<file path="src/rtl/vram_pkg.sv">
// vram_pkg: shared pixel/coordinate types, default resolution and fill FSM states
// used by the VRAM arbiter and its write-posting FIFO.
package vram_pkg;

  typedef logic [11:0] pixel_t;
  typedef logic [8:0]  row_t;
  typedef logic [9:0]  col_t;

  localparam int unsigned H_PIX_DEF = 640;
  localparam int unsigned V_PIX_DEF = 480;

  typedef enum logic [1:0] {
    FILL_IDLE = 2'd0,
    FILL_RUN  = 2'd1,
    FILL_DONE = 2'd2
  } fill_state_t;

  typedef struct packed {
    row_t   row;
    col_t   col;
    pixel_t data;
  } wr_entry_t;

endpackage

</file>
<file path="src/rtl/vram_wr_fifo.sv">
// vram_wr_fifo: synchronous first-word-fall-through FIFO of posted pixel writes;
// FIFO_DEPTH must be a power of two (pointers wrap naturally).
module vram_wr_fifo
  import vram_pkg::*;
#(
  parameter int unsigned FIFO_DEPTH = 4
) (
  input  logic      i_clk,
  input  logic      i_clr,
  input  logic      i_push,
  input  wr_entry_t i_data,
  input  logic      i_pop,
  output wr_entry_t o_head,
  output logic      o_full,
  output logic      o_empty
);

  localparam int unsigned AW = $clog2(FIFO_DEPTH);

  wr_entry_t     r_mem [FIFO_DEPTH];
  logic [AW-1:0] r_wptr;
  logic [AW-1:0] r_rptr;
  logic [AW:0]   r_count;
  logic          w_push;
  logic          w_pop;

  assign w_pop  = i_pop && !o_empty;
  // A push into a full FIFO is legal when the head leaves on the same edge.
  assign w_push = i_push && (!o_full || w_pop);

  always_ff @(posedge i_clk) begin
    if (i_clr) begin
      r_wptr  <= '0;
      r_rptr  <= '0;
      r_count <= '0;
    end else begin
      if (w_push) begin
        r_mem[r_wptr] <= i_data;
        r_wptr        <= r_wptr + 1'b1;
      end
      if (w_pop) begin
        r_rptr <= r_rptr + 1'b1;
      end
      if (w_push && !w_pop) begin
        r_count <= r_count + 1'b1;
      end else if (!w_push && w_pop) begin
        r_count <= r_count - 1'b1;
      end
    end
  end

  assign o_head  = r_mem[r_rptr];
  assign o_full  = (r_count == (AW+1)'(FIFO_DEPTH));
  assign o_empty = (r_count == '0);

endmodule

</file>
<file path="src/rtl/vram_arbiter.sv">
// vram_arbiter: single-port pixel RAM arbiter; display reads always win, posted writes and
// a clear-screen fill use the idle slots. Macro VRAM_ARB_VBLANK_EN adds vga_vblank slot gating.
module vram_arbiter
  import vram_pkg::*;
#(
  parameter int unsigned FIFO_DEPTH = 4,
  parameter int unsigned H_PIX      = H_PIX_DEF,
  parameter int unsigned V_PIX      = V_PIX_DEF
) (
  input  logic        vga_clk,
  input  logic        clr,
  input  logic        vga_rdn,
  input  logic [8:0]  vga_row,
  input  logic [9:0]  vga_col,
  output logic [11:0] vga_data,
`ifdef VRAM_ARB_VBLANK_EN
  input  logic        vga_vblank,
`endif
  input  logic        wr_req,
  input  logic [8:0]  wr_row,
  input  logic [9:0]  wr_col,
  input  logic [11:0] wr_data,
  output logic        wr_ack,
  input  logic        fill_start,
  input  logic [11:0] fill_color,
  output logic        fill_busy,
  output logic        fill_done,
  output logic        wr_err,
  output logic        mem_en,
  output logic        mem_we,
  output logic [18:0] mem_addr,
  output logic [11:0] mem_wdata,
  input  logic [11:0] mem_rdata
);

  localparam row_t ROW_LAST = row_t'(V_PIX - 1);
  localparam col_t COL_LAST = col_t'(H_PIX - 1);

  fill_state_t r_state;
  fill_state_t w_state_nxt;
  row_t        r_fill_row;
  col_t        r_fill_col;
  pixel_t      r_fill_color;
  logic        r_wr_err;
  logic [18:0] r_last_addr;
  pixel_t      r_last_wdata;

  wr_entry_t   w_fifo_in;
  wr_entry_t   w_fifo_head;
  logic        w_fifo_full;
  logic        w_fifo_empty;
  logic        w_slot;
  logic        w_fifo_wr;
  logic        w_fill_wr;
  logic        w_fill_last;
  logic        w_start;
  logic        w_in_range;
  logic        w_accept;

`ifdef VRAM_ARB_VBLANK_EN
  assign w_slot = vga_rdn && vga_vblank;
`else
  assign w_slot = vga_rdn;
`endif

  assign w_start     = fill_start && (r_state == FILL_IDLE);
  assign wr_ack      = !w_fifo_full && !clr && !w_start;
  assign w_accept    = wr_req && wr_ack;
  assign w_in_range  = (32'(wr_row) < V_PIX) && (32'(wr_col) < H_PIX);
  assign w_fifo_in   = {wr_row, wr_col, wr_data};

  // Queued writes take the slot ahead of the fill engine.
  assign w_fifo_wr   = w_slot && !clr && !w_fifo_empty;
  assign w_fill_wr   = w_slot && !clr && w_fifo_empty && (r_state == FILL_RUN);
  assign w_fill_last = (r_fill_row == ROW_LAST) && (r_fill_col == COL_LAST);

  vram_wr_fifo #(
    .FIFO_DEPTH(FIFO_DEPTH)
  ) u_wr_fifo (
    .i_clk  (vga_clk),
    .i_clr  (clr),
    .i_push (w_accept && w_in_range),
    .i_data (w_fifo_in),
    .i_pop  (w_fifo_wr),
    .o_head (w_fifo_head),
    .o_full (w_fifo_full),
    .o_empty(w_fifo_empty)
  );

  always_ff @(posedge vga_clk) begin
    if (clr) begin
      r_state <= FILL_IDLE;
    end else begin
      r_state <= w_state_nxt;
    end
  end

  always_comb begin
    w_state_nxt = r_state;
    unique case (r_state)
      FILL_IDLE: if (fill_start) w_state_nxt = FILL_RUN;
      FILL_RUN:  if (w_fill_wr && w_fill_last) w_state_nxt = FILL_DONE;
      FILL_DONE: w_state_nxt = FILL_IDLE;
      default:   w_state_nxt = FILL_IDLE;
    endcase
  end

  always_comb begin
    fill_busy = !clr && (r_state == FILL_RUN);
    fill_done = !clr && (r_state == FILL_DONE);
  end

  always_ff @(posedge vga_clk) begin
    if (clr || w_start) begin
      r_fill_row <= '0;
      r_fill_col <= '0;
    end else if (w_fill_wr) begin
      if (r_fill_col == COL_LAST) begin
        r_fill_col <= '0;
        r_fill_row <= (r_fill_row == ROW_LAST) ? '0 : r_fill_row + 1'b1;
      end else begin
        r_fill_col <= r_fill_col + 1'b1;
      end
    end
  end

  always_ff @(posedge vga_clk) begin
    if (w_start) begin
      r_fill_color <= fill_color;
    end
  end

  always_ff @(posedge vga_clk) begin
    if (clr) begin
      r_wr_err <= 1'b0;
    end else if (w_accept && !w_in_range) begin
      r_wr_err <= 1'b1;
    end
  end

  assign wr_err = r_wr_err && !clr;

  always_comb begin
    mem_en    = 1'b0;
    mem_we    = 1'b0;
    mem_addr  = r_last_addr;
    mem_wdata = r_last_wdata;
    if (!vga_rdn) begin
      mem_en   = 1'b1;
      mem_addr = {vga_row, vga_col};
    end else if (w_fifo_wr) begin
      mem_en    = 1'b1;
      mem_we    = 1'b1;
      mem_addr  = {w_fifo_head.row, w_fifo_head.col};
      mem_wdata = w_fifo_head.data;
    end else if (w_fill_wr) begin
      mem_en    = 1'b1;
      mem_we    = 1'b1;
      mem_addr  = {r_fill_row, r_fill_col};
      mem_wdata = r_fill_color;
    end
  end

  always_ff @(posedge vga_clk) begin
    r_last_addr  <= mem_addr;
    r_last_wdata <= clr ? '0 : mem_wdata;
  end

  assign vga_data = mem_rdata;

endmodule

</file>
<file path="config.mk">
export PLATFORM = sky130hd
export DESIGN_NAME = vram_arbiter
export DESIGN_NICKNAME = d
export VERILOG_FILES = /design/src/rtl/vram_pkg.sv /design/src/rtl/vram_wr_fifo.sv /design/src/rtl/vram_arbiter.sv
export SDC_FILE = /design/constraint.sdc
export NUM_CORES = 1
export LEC_CHECK = 0
export BUFFER_PORTS_ARGS = -buffer_cell sky130_fd_sc_hd__buf_2
export CELL_PAD_IN_SITES_DETAIL_PLACEMENT = 0
export CELL_PAD_IN_SITES_GLOBAL_PLACEMENT = 1
export CORE_ASPECT_RATIO = 1.25
export CORE_MARGIN = 5
export CORE_UTILIZATION = 50
export CTS_CLUSTER_SIZE = 28
export DETAILED_ROUTE_END_ITERATION = 12
export PLACE_DENSITY_LB_ADDON = 0.2
export SYNTH_ARGS = -nofsm -noshare
export SYNTH_HDL_FRONTEND = slang
export SYNTH_SLANG_ARGS = --single-unit
</file>
<file path="constraint.sdc">
create_clock -name vga_clk -period 5.8 [get_ports vga_clk]
set_input_delay 0.58 -clock vga_clk [delete_from_list [all_inputs] [get_ports vga_clk]]
set_output_delay 0.58 -clock vga_clk [all_outputs]
set_load 0.02 [all_outputs]
</file>
==> flow_summary_export.csv, run 1 <==
group,metric,value,unit
sta,rsz0062_at_grt,"no",
cells_and_area,area_delta_synth_final,14.7,%
cells_and_area,antennaDiodeCount,0,
clock_tree,cts_setup_buffers,0,
power,ir_drop,0.000205,V
synthesis,syn_area,8070,µm²
synthesis,syn_inst,559,
cells_and_area,utilization,57.8,%
setup_path,crit_type,"input port to output pin",
synthesis,synth_edf_count,136,
synthesis,yosys_warnings,0,
floorplanning,io_pins,128,
grt,antenna_found_initial,0,
synthesis,synth-main-ff-cell,"edfxtp_1",
drt,wl,17200,µm
clock_tree,cts_num_sinks,198,
grt,grt_start_max_net_pins,43,
floorplanning,rows,52,
setup_path,critPathBufInv,3,
floorplanning,die-area,18800,µm²
clock_tree,clk_latency,0.42,ns
grt,grt_pass1_wl,27400,µm
setup_path,slowest_delay,0.61,ns
clock_tree,cts_max_path_buffers,2,
hold_path,hold_path_class,"input port to flip-flop",
place,port_buffers,103,
status,status,"finished, final reports clean",
drt,drcViolationCount,0,
power,power.leakage,0.00328,µW
setup_path,end_kind,"output pin",
clock_tree,cts_resized,0,
sta,min_period,3.93,ns
grt,global_route.overflow_total,0,
synthesis,ys_types,44,
synthesis,synth_seq_cells,198,
floorplanning,die_h,152,µm
power,power_density,337,nW/µm²
clock_tree,ctsHoldBuffers,0,
synthesis,async_flop_share,0,%
drt,final_antenna_net_count,0,
place,place_congestion,0.819,
setup_path,crit_path_frequent_cell,"buf_2",
power,power.total,3120,µW
floorplanning,start_util,50.4,%
setup_path,cp_top_family,"buffers and inverters",
clock_tree,clockRootBuffer,"clkbuf_16",
sta,fin_skew,0.00771,ns
setup_path,crit_slowest_cell,"and4bb_2",
clock_tree,numCtsBuffers,17,
sta,timing.fmax,0.255,GHz
clock_tree,tritoncts,"yes",
floorplanning,fp.dieW,124,µm
drt,vias_per_cell,5.69,
drt,routed-via-count,4971,
setup_path,critPathLaunchType,"input port",
sta,hold_viol_final,0,
sta,min_period_over_period,67.7,%
cells_and_area,fin_nets,732,
sta,final.setup.tns,0,ns
sta,worst_pin_slew,1.09,ns
clock_tree,htree_levels,4,
setup_path,arrival,3.35,ns
cells_and_area,drive_above_1_share,29.7,%
sta,final_max_slew_viol_count,0,
drt,routedWlPerCell,19.7,µm
synthesis,ys_seq_area_share,66.0,%
setup_path,required,5.22,ns
floorplanning,fp.coreArea,16000,µm²
grt,grt_pass1_vias,5006,
synthesis,synth.avg_cell_area,14.4,µm²
sta,setup_violations,0,
setup_path,worstPathMaxFanout,42,
place,dp_hpwl,11300,µm
grt,grtUsageTotal,19.0,%
clock_tree,clkTransAtPathRegs,0.07,ns
setup_path,crit_chain,"buf_2, and4bb_2, nand2_1, buf_4, a211oi_1, o22ai_1, buf_2",
flow_run,cap_violations,0,
synthesis,synth_fp_nets,646,
drt,dr.pass1.iters,5,
sta,slew_headroom,27.0,%
drt,drtIter0Drc,384,
==> metal layers <==
layer	wire, µm	GRT usage (%)
met3	873	4.39
met5	0	0
met2	8620	29.7
met4	129	4.70
met1	7540	26.9
==> flip-flops by register name, indices dropped and copies added (netlist names), named ones only <==
name / count
r_fill_col: 10
r_fill_color: 12
r_fill_row: 9
r_last_addr: 19
r_last_wdata: 12
r_state: 2
r_wr_err: 1
u_wr_fifo.r_count: 3
u_wr_fifo.r_mem: 124
u_wr_fifo.r_rptr: 2
u_wr_fifo.r_wptr: 2
==> cell families (layout without fill, tap and decap cells) <==
logic type / count (synthesis) / after routing / synth area share (%)
DFF: 198 / 198 / 66.0
and+or+nand+nor: 137 / 137 / 9.98
AOI/OAI and AO/OA: 103 / 103 / 8.77
buffers and inverters: 71 / 169 / 4.08
muxes: 32 / 32 / 8.77
xor gates and xnor gates: 10 / 10 / 1.09
adders and majority gates: 8 / 8 / 1.33
==> worst paths after layout <==
| kind | from | end | slack [ns] | depth (start not counted) |
|---|---|---|---|---|
| min reg2reg | r_wr_err$_SDFFE_PP0P_ | r_wr_err$_SDFFE_PP0P_ | 0.47 | 2 |
| max | vga_rdn | mem_addr[7] | 1.87 | 7 |
| min | fill_color[7] | r_fill_color[7]$_DFFE_PP_ | 0.33 | 1 |
| max reg2reg | r_state[1]$_SDFFE_PP0P_ | u_wr_fifo.r_count[2]$_SDFFE_PP0P_ | 2.98 | 10 |
==> per-stage QoR <==
step                      hold slack (ns)  instance area, µm²  setup WS [ns]  cells
after detailed placement            0.454                8710           1.91    842
after global placement              0.456                8710           2.04    842
after global routing                0.303                9260           1.65    873
after floorplan                     0.429                8070           2.65    559
after CTS                           0.311                9260           1.88    873
final                               0.330                9260           1.87    873
==> area by class of cell <==
class | instances | area [µm²]
sequential | 198 | 5330
multi-input combinational | 290 | 2430
clock buffer | 17 | 425
inverter | 24 | 90.1
clock inverter | 14 | 119
fill | 1306 | 6750
timing repair buffer | 114 | 598
tap | 216 | 270
==> synthesized netlist by cell type (2+ instances only) <==
library cell,n,share of area (%)
o21ai_0,27,1.7
nand4b_1,2,0.22
clkbuf_1,27,1.3
edfxtp_1,136,51
nor2b_1,13,1.0
nand2_1,7,0.33
and2_1,2,0.15
inv_1,24,1.1
ha_1,7,1.1
mux4_2,31,8.6
o31ai_1,6,0.56
nor3b_1,5,0.47
or4_1,6,0.56
nor2_1,16,0.74
and3_1,23,1.8
a211oi_1,26,2.4
nand3_1,17,1.1
or2_2,2,0.15
buf_4,15,1.4
a21oi_1,9,0.56
xnor2_1,6,0.65
dfxtp_1,62,15
o22ai_1,19,1.5
nand2b_1,3,0.23
nor4_1,5,0.39
xor2_1,4,0.43
o221a_2,12,1.7
nand4_1,5,0.39
or3_1,18,1.4
nor3_1,7,0.43
buf_2,4,0.25
==> where the power goes <==
| part | switching (µW) | internal [µW] |
|---|---|---|
| clock | 530 | 560 |
| combinational | 266 | 175 |
| sequential | 23.5 | 1570 |
==> cell usage in the layout (no fill, tap or decap), types with 5 or more instances in the layout <==
| cell type | synthesis | final |
|---|---|---|
| ha_1 | 7 | 7 |
| nand3_1 | 17 | 17 |
| nor3_1 | 7 | 6 |
| xnor2_1 | 6 | 6 |
| o31ai_1 | 6 | 6 |
| o221a_2 | 12 | 12 |
| and3_1 | 23 | 23 |
| nand2_1 | 7 | 7 |
| dfxtp_1 | 62 | 61 |
| buf_2 | 4 | 103 |
| or4_1 | 6 | 6 |
| o22ai_1 | 19 | 19 |
| inv_1 | 24 | 24 |
| a211oi_1 | 26 | 26 |
| buf_4 | 15 | 11 |
| or3_1 | 18 | 18 |
| nor2b_1 | 13 | 13 |
| o21ai_0 | 27 | 27 |
| edfxtp_1 | 136 | 136 |
| a21oi_1 | 9 | 9 |
| mux4_2 | 31 | 31 |
| nor4_1 | 5 | 5 |
| nand4_1 | 5 | 5 |
| nor2_1 | 16 | 16 |
| clkbuf_16 | 0 | 17 |
| inv_6 | 0 | 5 |
Note: power is estimated with default switching activity, not from simulation.
==> inputs of run 2 (changes only) <==
Settings changed: CORE_UTILIZATION 50 to 42.
Clock period 5.8 ns to 3.6 ns, I/O delays scaled along.
==> run 2 against run 1 <==
- critical path depth fell by 1
- clock power is 69% higher
- sequential power up 62%
- worst setup slack got worse by 1.3 ns
==> flow_summary_export.csv, run 2 (synthesized netlist as in run 1, its figures left out) <==
group,metric,value,unit
floorplanning,start_util,42.8,%
grt,grt_start_max_net_pins,32,
sta,setup_violations,0,
place,place_congestion,0.871,
sta,slew_headroom,48.8,%
sta,final.setup.tns,0,ns
floorplanning,rows,56,
cells_and_area,fin_nets,741,
drt,drtIter0Drc,434,
flow_run,cap_violations,0,
setup_path,crit_chain,"nor3_2, nand2_1, buf_4, a211oi_1, o22ai_1, buf_2",
place,dp_hpwl,11900,µm
cells_and_area,fillers,1621,
floorplanning,io_pins,128,
sta,setup_ws,0.585,ns
hold_path,hold_path_class,"input port to flip-flop",
sta,timing.fmax,0.332,GHz
drt,wl_met3,731,µm
cells_and_area,top_regs,"u_wr_fifo.r_mem: 124 flops, r_last_addr: 19 flops",
cells_and_area,antennaDiodeCount,0,
sta,worst_pin_slew,0.762,ns
sta,hold_viol_final,0,
grt,grtUsageTotal,16.6,%
grt,global_route.overflow_total,0,
setup_path,r2r_start,"r_state[1]$_SDFFE_PP0P_",
setup_path,arrival,2.66,ns
drt,routed-via-count,4976,
setup_path,r2r_slack,0.89,ns
power,power.leakage,0.00333,µW
drt,routedWlPerCell,19.7,µm
sta,final_max_slew_viol_count,0,
clock_tree,cts_resized,0,
clock_tree,tritoncts,"yes",
grt,antenna_found_initial,1,
clock_tree,clockRootBuffer,"clkbuf_16",
place,dp_slack,0.712,ns
cells_and_area,layout_common_cells,"edfxtp_1 (136), buf_2 (103), dfxtp_1 (61)",
grt,grt_pass1_wl,28300,µm
drt,vias_per_cell,5.54,
clock_tree,clkTransAtPathRegs,0.07,ns
cells_and_area,drive_above_1_share,30.3,%
setup_path,critPathCapture,"mem_addr[14]",
setup_path,ff2ff_path_depth,11,
power,ir_drop,0.000400,V
status,status,"finished, final reports clean",
setup_path,critPathLaunchType,"flip-flop",
clock_tree,clk_latency,0.42,ns
setup_path,crit_slowest_cell,"nor3_2",
drt,met1Wirelength,7710,µm
drt,final_antenna_net_count,0,
drt,wl,17700,µm
setup_path,startpoint,"u_wr_fifo.r_count[0]$_SDFFE_PP0P_",
clock_tree,numCtsBuffers,17,
sta,rsz0062_at_grt,"no",
floorplanning,fp.coreArea,18800,µm²
cells_and_area,layout_commonest_cell,"edfxtp_1",
power,power_density,547,nW/µm²
clock_tree,ctsHoldBuffers,0,
setup_path,crit_type,"flip-flop to output pin",
setup_path,end_kind,"output pin",
clock_tree,htree_levels,4,
place,port_buffers,103,
drt,dr.pass1.iters,4,
hold_path,hp-start,"fill_color[5]",
setup_path,regToRegEndpoint,"u_wr_fifo.r_count[2]$_SDFFE_PP0P_",
clock_tree,cts_setup_buffers,0,
drt,top_layer,"met5",
clock_tree,cts_num_sinks,198,
setup_path,slowest_delay,0.50,ns
setup_path,worstPathMaxFanout,23,
floorplanning,die-area,22100,µm²
floorplanning,fp.dieW,134,µm
grt,grt_pass1_vias,5211,
drt,wl_met2,9200,µm
sta,min_period_over_period,83.8,%
sta,fin_skew,0.0104,ns
drt,drcViolationCount,0,
setup_path,required,3.24,ns
cells_and_area,regMostFlops,"u_wr_fifo.r_mem",
floorplanning,die_h,165,µm
sta,min_period,3.02,ns
clock_tree,cts_max_path_buffers,2,
cells_and_area,area_delta_synth_final,16.1,%
cells_and_area,largest_reg_flops,124,
==> run 2: cell count changes in the layout (fill, tap and decap cells not counted) <==
cell	change
buf_4	+9
bufinv_16	+1
clkinv_1	+2
clkinv_2	-3
clkinv_4	+1
inv_6	-2
inv_8	+1
==> run 2: through the flow <==
| step | hold WS [ns] | power [µW] | area [µm²] | util [%] | instances |
|---|---|---|---|---|---|
| final | 0.110 | 5130 | 9370 | 49.7 | 898 |
| after global routing | 0.0852 | 5350 | 9370 | 49.7 | 898 |
| after CTS | 0.0922 | 5180 | 9370 | 49.7 | 898 |
| after detailed placement | 0.462 | 3350 | 8800 | 46.7 | 867 |
| after global placement | 0.455 | 3340 | 8800 | 46.7 | 867 |
| after floorplan | 0.429 | 3110 | 8070 | - | 559 |
==> run 2: report_power, final <==
| group | total [µW] | internal (µW) | leakage [µW] | switching [µW] |
|---|---|---|---|---|
| clock network | 1840 | 974 | 0.000278 | 861 |
| logic | 720 | 291 | 0.00131 | 429 |
| registers | 2570 | 2520 | 0.00174 | 48.1 |
==> run 2: final cells by class <==
cell class	count	area [µm²]	share of cell area, %
clock inverters	14	144	1.54
repair buffers	123	666	7.10
flip-flops and latches	198	5330	56.9
inverters	24	90.1	0.962
well taps	232	290	3.10
clock buffers	17	425	4.54
multi-input cells	290	2430	25.9
==> run 2: worst min path at each step <==
stage               slack, ns  cells after the start                         to
floorplan                0.43                      2      r_wr_err$_SDFFE_PP0P_
global placement         0.45                      2      r_wr_err$_SDFFE_PP0P_
detailed placement       0.46                      2      r_wr_err$_SDFFE_PP0P_
CTS                      0.09                      1  r_fill_color[6]$_DFFE_PP_
global route             0.09                      1  r_fill_color[9]$_DFFE_PP_
finish                   0.11                      1  r_fill_color[5]$_DFFE_PP_
==> run 2: critical path: cells and delay by family (launching register included) <==
family	cells	cell delay (ns)
and+or+nand+nor	2	0.90
DFF	1	0.37
buffers and inverters	2	0.51
AOI/OAI and AO/OA	2	0.44
==> run 2: per-layer routing <==
metal,up-vias,track usage (%)
li1,2351,-
met1,2506,20.7
met2,113,29.1
met3,4,4.14
met4,2,4.16
met5,-,0
